File: src/rtl/demux_tdm_scheduler_pkg.sv
// Shared constants and state encoding for the TDM demux scheduler.
package demux_pkg;

  localparam int NCH   = 8;
  localparam int SEL_W = 3;

  typedef enum logic {
    IDLE = 1'b0,
    RUN  = 1'b1
  } sched_state_t;

endpackage

File: src/rtl/demux_tdm_scheduler_next_set_bit.sv
// Combinational finder: next set channel strictly above cur, and the lowest set channel.
module next_set_bit
  import demux_pkg::*;
(
  input  logic [NCH-1:0]   mask,
  input  logic [SEL_W-1:0] cur,
  output logic [SEL_W-1:0] next_idx,
  output logic             found,
  output logic [SEL_W-1:0] low_idx
);

  always_comb begin
    logic low_hit;
    next_idx = '0;
    found    = 1'b0;
    low_idx  = '0;
    low_hit  = 1'b0;
    for (int unsigned i = 0; i < NCH; i++) begin
      if (mask[i] && !low_hit) begin
        low_idx = SEL_W'(i);
        low_hit = 1'b1;
      end
      // found clear means the scan wrapped: the caller treats that as frame end
      if (mask[i] && !found && (i > 32'(cur))) begin
        next_idx = SEL_W'(i);
        found    = 1'b1;
      end
    end
  end

endmodule

File: src/rtl/demux_tdm_scheduler.sv
// Time-division scheduler steering din onto eight one-hot gated outputs,
// holding each enabled channel for dwell+1 cycles in ascending order.
module demux_tdm_scheduler
  import demux_pkg::*;
#(
  parameter int DWELL_W = 8
) (
  input  logic               clk,
  input  logic               rst,
  input  logic               en,
  input  logic [NCH-1:0]     mask,
  input  logic [DWELL_W-1:0] dwell,
  input  logic               din,
  output logic [NCH-1:0]     y,
  output logic [SEL_W-1:0]   sel,
  output logic               busy,
  output logic               frame_start
);

  sched_state_t       state_q, state_d;
  logic [SEL_W-1:0]   sel_q, sel_d;
  logic [DWELL_W-1:0] cnt_q, cnt_d;
  logic [NCH-1:0]     act_mask_q, act_mask_d;
  logic [DWELL_W-1:0] act_dwell_q, act_dwell_d;
  logic               busy_q, busy_d;
  logic               frame_start_q, frame_start_d;

  logic [SEL_W-1:0]   adv_next, adv_low, new_next, new_low;
  logic               adv_found, new_found;
  logic               unused_finder;

  // Advance search runs over the latched frame mask; restart search over the live mask.
  next_set_bit u_adv (
    .mask     (act_mask_q),
    .cur      (sel_q),
    .next_idx (adv_next),
    .found    (adv_found),
    .low_idx  (adv_low)
  );

  next_set_bit u_new (
    .mask     (mask),
    .cur      (sel_q),
    .next_idx (new_next),
    .found    (new_found),
    .low_idx  (new_low)
  );

  assign unused_finder = ^{adv_low, new_next, new_found};

  always_comb begin
    state_d       = state_q;
    sel_d         = sel_q;
    cnt_d         = cnt_q;
    act_mask_d    = act_mask_q;
    act_dwell_d   = act_dwell_q;
    busy_d        = busy_q;
    frame_start_d = 1'b0;
    unique case (state_q)
      IDLE: begin
        if (en && (mask != '0)) begin
          state_d       = RUN;
          busy_d        = 1'b1;
          act_mask_d    = mask;
          act_dwell_d   = dwell;
          sel_d         = new_low;
          cnt_d         = '0;
          frame_start_d = 1'b1;
        end
      end
      RUN: begin
        if (!en) begin
          state_d = IDLE;
          sel_d   = '0;
          cnt_d   = '0;
          busy_d  = 1'b0;
        end else if (cnt_q < act_dwell_q) begin
          cnt_d = cnt_q + DWELL_W'(1);
        end else begin
          cnt_d = '0;
          if (adv_found) begin
            sel_d = adv_next;
          end else begin
            act_mask_d  = mask;
            act_dwell_d = dwell;
            if (mask == '0) begin
              state_d = IDLE;
              busy_d  = 1'b0;
              sel_d   = '0;
            end else begin
              sel_d         = new_low;
              frame_start_d = 1'b1;
            end
          end
        end
      end
      default: state_d = IDLE;
    endcase
  end

  always_ff @(posedge clk or posedge rst) begin
    if (rst) begin
      state_q       <= IDLE;
      sel_q         <= '0;
      cnt_q         <= '0;
      act_mask_q    <= '0;
      act_dwell_q   <= '0;
      busy_q        <= 1'b0;
      frame_start_q <= 1'b0;
    end else begin
      state_q       <= state_d;
      sel_q         <= sel_d;
      cnt_q         <= cnt_d;
      act_mask_q    <= act_mask_d;
      act_dwell_q   <= act_dwell_d;
      busy_q        <= busy_d;
      frame_start_q <= frame_start_d;
    end
  end

  assign sel         = sel_q;
  assign busy        = busy_q;
  assign frame_start = frame_start_q;
  assign y           = busy_q ? (NCH'(din) << sel_q) : '0;

endmodule

File: config.mk
export PLATFORM = sky130hd
export DESIGN_NAME = demux_tdm_scheduler
export DESIGN_NICKNAME = d
export VERILOG_FILES = /design/src/rtl/demux_tdm_scheduler_pkg.sv /design/src/rtl/demux_tdm_scheduler_next_set_bit.sv /design/src/rtl/demux_tdm_scheduler.sv
export SDC_FILE = /design/constraint.sdc
export NUM_CORES = 1
export LEC_CHECK = 0
export ABC_AREA = 1
export CELL_PAD_IN_SITES_DETAIL_PLACEMENT = 2
export CELL_PAD_IN_SITES_GLOBAL_PLACEMENT = 2
export CORE_UTILIZATION = 32
export CTS_CLUSTER_DIAMETER = 30
export DETAILED_ROUTE_END_ITERATION = 8
export GPL_TIMING_DRIVEN = 0
export PLACE_DENSITY_LB_ADDON = 0.1
export SETUP_SLACK_MARGIN = 0.05
export SYNTH_ARGS = -nofsm -noshare
export SYNTH_HDL_FRONTEND = slang
export SYNTH_SLANG_ARGS = --single-unit
File: constraint.sdc
create_clock -name clk -period 4.7 [get_ports clk]
set_clock_uncertainty 0.05 [all_clocks]
set_input_delay 0.94 -clock clk [delete_from_list [all_inputs] [get_ports clk]]
set_output_delay 0.94 -clock clk [all_outputs]
set_load 0.05 [all_outputs]
Yosys cells after proc, flatten, opt, wreduce, memory -nomap -nowiden
Index checks and enable logic that the tools add are counted.
{"block": "word_totals", "ff_bits": 30, "wordCells": 129}
{"block": "op_classes", "n_addsub": 1, "n_lt_le_gt_ge": 8, "eq_ne": 7, "shift": 1, "muxes": 65, "bitwise_logic": 1, "reduce_logical": 39}
{"operator": "$mux W8", "count": 12}
{"operator": "$pmux W8 S2", "count": 3}
{"operator": "$mux W3", "count": 15}
{"operator": "$mux W1", "count": 29}
{"operator": "$logic_and A1 B1 Y1", "count": 21}
{"operator": "$logic_not A1 Y1", "count": 13}
{"operator": "$gt A3 B3 Y1 const A", "count": 4}
{"operator": "$add A8 B1 Y8 const B", "count": 1}
{"operator": "$logic_not A8 Y1", "count": 1}
{"operator": "$lt A8 B8 Y1", "count": 1}
{"operator": "$ne A2 B2 Y1 const B", "count": 4}
{"operator": "$reduce_and A4 Y1", "count": 2}
{"operator": "$reduce_bool A8 Y1", "count": 1}
{"operator": "$shl A1 B3 Y8", "count": 1}
{"operator": "$gt A2 B3 Y1 const A", "count": 2}
{"operator": "$ne A3 B3 Y1 const B", "count": 2}
{"operator": "$pmux W1 S2", "count": 3}
{"operator": "$pmux W3 S2", "count": 1}
{"operator": "$mux W2", "count": 2}
{"operator": "$gt A1 B3 Y1 const A", "count": 1}
{"operator": "$ne A3 B2 Y1 const B", "count": 1}
{"operator": "$reduce_and A2 Y1", "count": 1}
{"operator": "$not A1 Y1", "count": 1}

Depth between registers and ports, before layout
{"block": "depth", "word_depth": 31, "depth_mapped": 14, "depth_no_buf": 13}

By module
A second synthesis with hierarchy kept.
{"block": "hier_totals", "hier_cells": 320, "hier_area_um2": 2317.2}
{"mod": "demux_tdm_scheduler", "n_inst": 1, "cells_per_inst": 226, "area_per_inst_um2": 1786.7}
{"mod": "next_set_bit", "n_inst": 2, "cells_per_inst": 47, "area_per_inst_um2": 265.3}

Worst setup path before layout
No wires, ideal clock.
{"block": "synth_path", "path_kind": "input to output", "startpoint": "input port din", "endpoint": "output port y[3]", "t_arrival_ps": 1705, "path_slack_ps": 2005, "stages": 2, "path_buffers": 0, "cell_sequence": "nand3_1 nor2_1"}
{"block": "synth_between", "elab_chain_len": 2}
{"element": "start, declared", "line_no": "demux_tdm_scheduler.sv:13", "text": "input logic din,"}
{"element": "$shl A1 B3 Y8", "line_no": "demux_tdm_scheduler.sv:124", "text": "assign y = busy_q ? (NCH'(din) << sel_q) : '0;"}
{"element": "$mux W8", "line_no": "demux_tdm_scheduler.sv:124"}
{"element": "end, declared", "line_no": "demux_tdm_scheduler.sv:14", "text": "output logic [NCH-1:0] y,"}
Every way passes these cells.

Worst setup path after layout
{"block": "layout_path", "startpoint": "input port din", "endpoint": "output port y[5]"}
Same word-level chain as after synthesis.

==> metrics.md <==
| Metric | Value |
|---|---|
| Seq/Total Area, Yosys | a little under two fifths |
| Critical Path End Type | output port |
| Synth unique cells | 25 |
| Worst VDD drop | around 250 uV |
| Placer Congestion | 0.741 |
| Synthesis Warnings | 0 |
| Worst Path Required | 3.71 ns |
| Post-route setup TNS | 0 ns |
| # IOs | 33 |
| Die area | around 0.0062 mm2 |
| Clk pin slew, worst setup/hold paths | roughly 0.07 ns |
| Count of final hold-check violations | 0 |
| First-pass GRT wire length | between 9 and 10 mm |
| Setup CP Type | in -> out |
| Seq cells post-synth | 29 |
| Multi-input gate area | 987 um2 |
| GRT Total Usage | between 20% and 30% |
| Crit path DAT | roughly 2.6 ns |
| DP Cell Count | between 300 and 400 |
| Setup ws final | ~1.2 ns |
| Clk buf depth | 2 |
| Hold Path Class | reg -> reg |
| CTS buffer count | 5 |
| Floorplan row count | 27 |
| TritonRoute pass-1 iters | 4 |
| Final setup fails | 0 |
| Fmax achieved | between 200 and 300 MHz |
| Antenna diodes | 0 |
| Vias in the first global route | about 1900 |
| Clk root buf | clkbuf_8 |
| Most frequent cells in the layout | 57 x nand2_1, 36 x inv_1, 32 x clkdlybuf4s50_1 |
| Non-Filler Instances | approximately 360 |
| DRC viols | 0 |
| Tightest Pin Transition | about 1.2 ns |
| Vias post-DR | about 1800 |
| Vias per Instance | about 5 |
| Critical Path Start Type | input port |
| Layout cell share with drive strength beyond 1 | 16.6% |
| Status | complete, no violations |
| Netlist Area Pre-Place | roughly 0.0019 mm2 |
| Die H | 79.0 um |
| Chip width | about 79 um |
| RSZ-0062 raised after global routing | no |
| Area delta synth->final | 27.0% |
| Fillers | 703 |
| Clock Sinks | 29 |
| Post-place setup slack | about 1.2 ns |
| Pwr Density | just under 600 mW/mm2 |
| Fin crit period | 3.54 ns |
| Detailed Route WL | about 5.5 mm |
| Pin count of the biggest net entering global routing | 30 |
| H-tree depth | 2 |
| Crit Path Max Fanout | 4 |
| Wire per inst | between 15 and 20 um |
| Crit share post-route | between 70 and 80% |
| LEAKAGE | between 1 and 1.5 nW |
| Max-Cap Viols | 0 |
| Grt total ovfl | 0 |
| DP HPWL | 4.34 mm |
| Post-cts sizing count | 0 |
| Final ANT Viol Nets | 0 |
| Syn Inst Count | roughly 250 |
| Initial core utilization | around a third |
| CTS Hold Bufs | 0 |
| Syn avg cell area | ~7.6 um2 |
| Port bufs | 32 |
| Reg area | 726 um2 |
| Max_slew headroom | a little over a fifth |
| Clk_lat worst skew | between 0.2 and 0.3 ns |
| CTS tree | done |
| Final Max Slew Viols | 0 |
| Core area | 0.00561 mm2 |
| Commonest non-fill, non-tap cell in the layout | nand2_1 |
| Final nets | roughly 320 |
| Post-CTS Repair Setup Buffers | 0 |
| Post-Syn Nets | 277 |
| Initial antenna violation count | 0 |
| Pwr Total | 1.42 mW |
| DR iter-0 viols | 56 |
## where the power goes
| group | total [mW] | leakage [nW] | switching (mW) | internal [mW] |
|---|---|---|---|---|
| registers | 0.430 | 0.373 | 0.0884 | 0.342 |
| logic | 0.753 | 0.769 | 0.488 | 0.265 |
| clock network | 0.235 | 0.0542 | 0.103 | 0.132 |
| total | 1.42 | 1.20 | 0.679 | 0.739 |
## path summary, 6_finish.rpt
path	startpoint	endpoint	slack [ns]	cells past startpoint
worst max-delay path	din	y[5]	1.16	4
worst min-delay path	act_mask_q[5]	act_mask_q[5]	0.44	2
worst max register to register	cnt_q[3]	act_mask_q[4]	2.68	13
worst min register to register	act_mask_q[5]	act_mask_q[5]	0.44	2
max in group asynchronous	rst	busy	2.68	2
min in group asynchronous	rst	frame_start	1.21	2
## cell usage after synthesis (all sizes together)
cell / instances / area [um2]
nand2: 67 / 277
inv: 40 / 150
nor2: 32 / 130
dfrtp: 29 / 726
o21ai: 23 / 171
nand3: 21 / 145
a21oi: 10 / 53.8
ha: 8 / 100
nand4: 6 / 37.5
xor2: 4 / 35.0
buf: 3 / 33.8
o22ai: 2 / 12.5
a31oi: 1 / 6.26
and2: 1 / 6.26
nor3: 1 / 5.00
o21a: 1 / 7.51
## logic make-up (layout without fill, tap and decap cells)
logic type               count (synthesis)  after routing  synth area share [%]
buffers and inverters                   43             83                  9.70
adder cells (fa/ha/maj)                  8              8                  5.28
AND/OR/NAND/NOR                        128            128                  31.7
XOR/XNOR                                 4              4                  1.85
flip-flops                              29             29                  38.3
AO/OA/AOI/OAI                           37             37                  13.3
## final cells by class
class,instances,share of cell area (%)
clock inverter,1,0.208
tap,72,3.74
sequential,29,30.1
multi-input combinational,177,41.0
inverter,40,6.23
buffer,3,1.40
clock buffer,7,4.00
timing repair buffer,32,13.3
## critical path: stages
cell and delay [ns]:
clkdlybuf4s50_1 0.53, nand3_1 0.11, nor2_1 0.12, clkdlybuf4s50_1 0.83
## registers in the layout, indices dropped and copies added, names as in the netlist
| register | count |
|---|---|
| busy | 1 |
| act_mask_q | 7 |
| frame_start | 1 |
| act_dwell_q | 8 |
| sel | 3 |
| state_q | 1 |
| cnt_q | 8 |
## through the flow
stage	instance area (um2)	hold slack [ns]	utilization (%)
finish	2410	0.441	42.9
global route	2410	0.468	42.9
CTS	2410	0.442	42.9
detailed placement	2310	0.423	41.1
global placement	2310	0.419	41.1
floorplan	1900	0.399	-
## layer usage
layer | GRT usage, % | vias to the layer above | wire [um]
li1 | - | 875 | -
met1 | 25.3 | 848 | 2630
met2 | 35.0 | 28 | 2690
met3 | 3.45 | 7 | 129
met4 | 6.55 | 0 | 75
met5 | 0 | - | 0
Note: power is estimated with default switching activity, not from simulation.
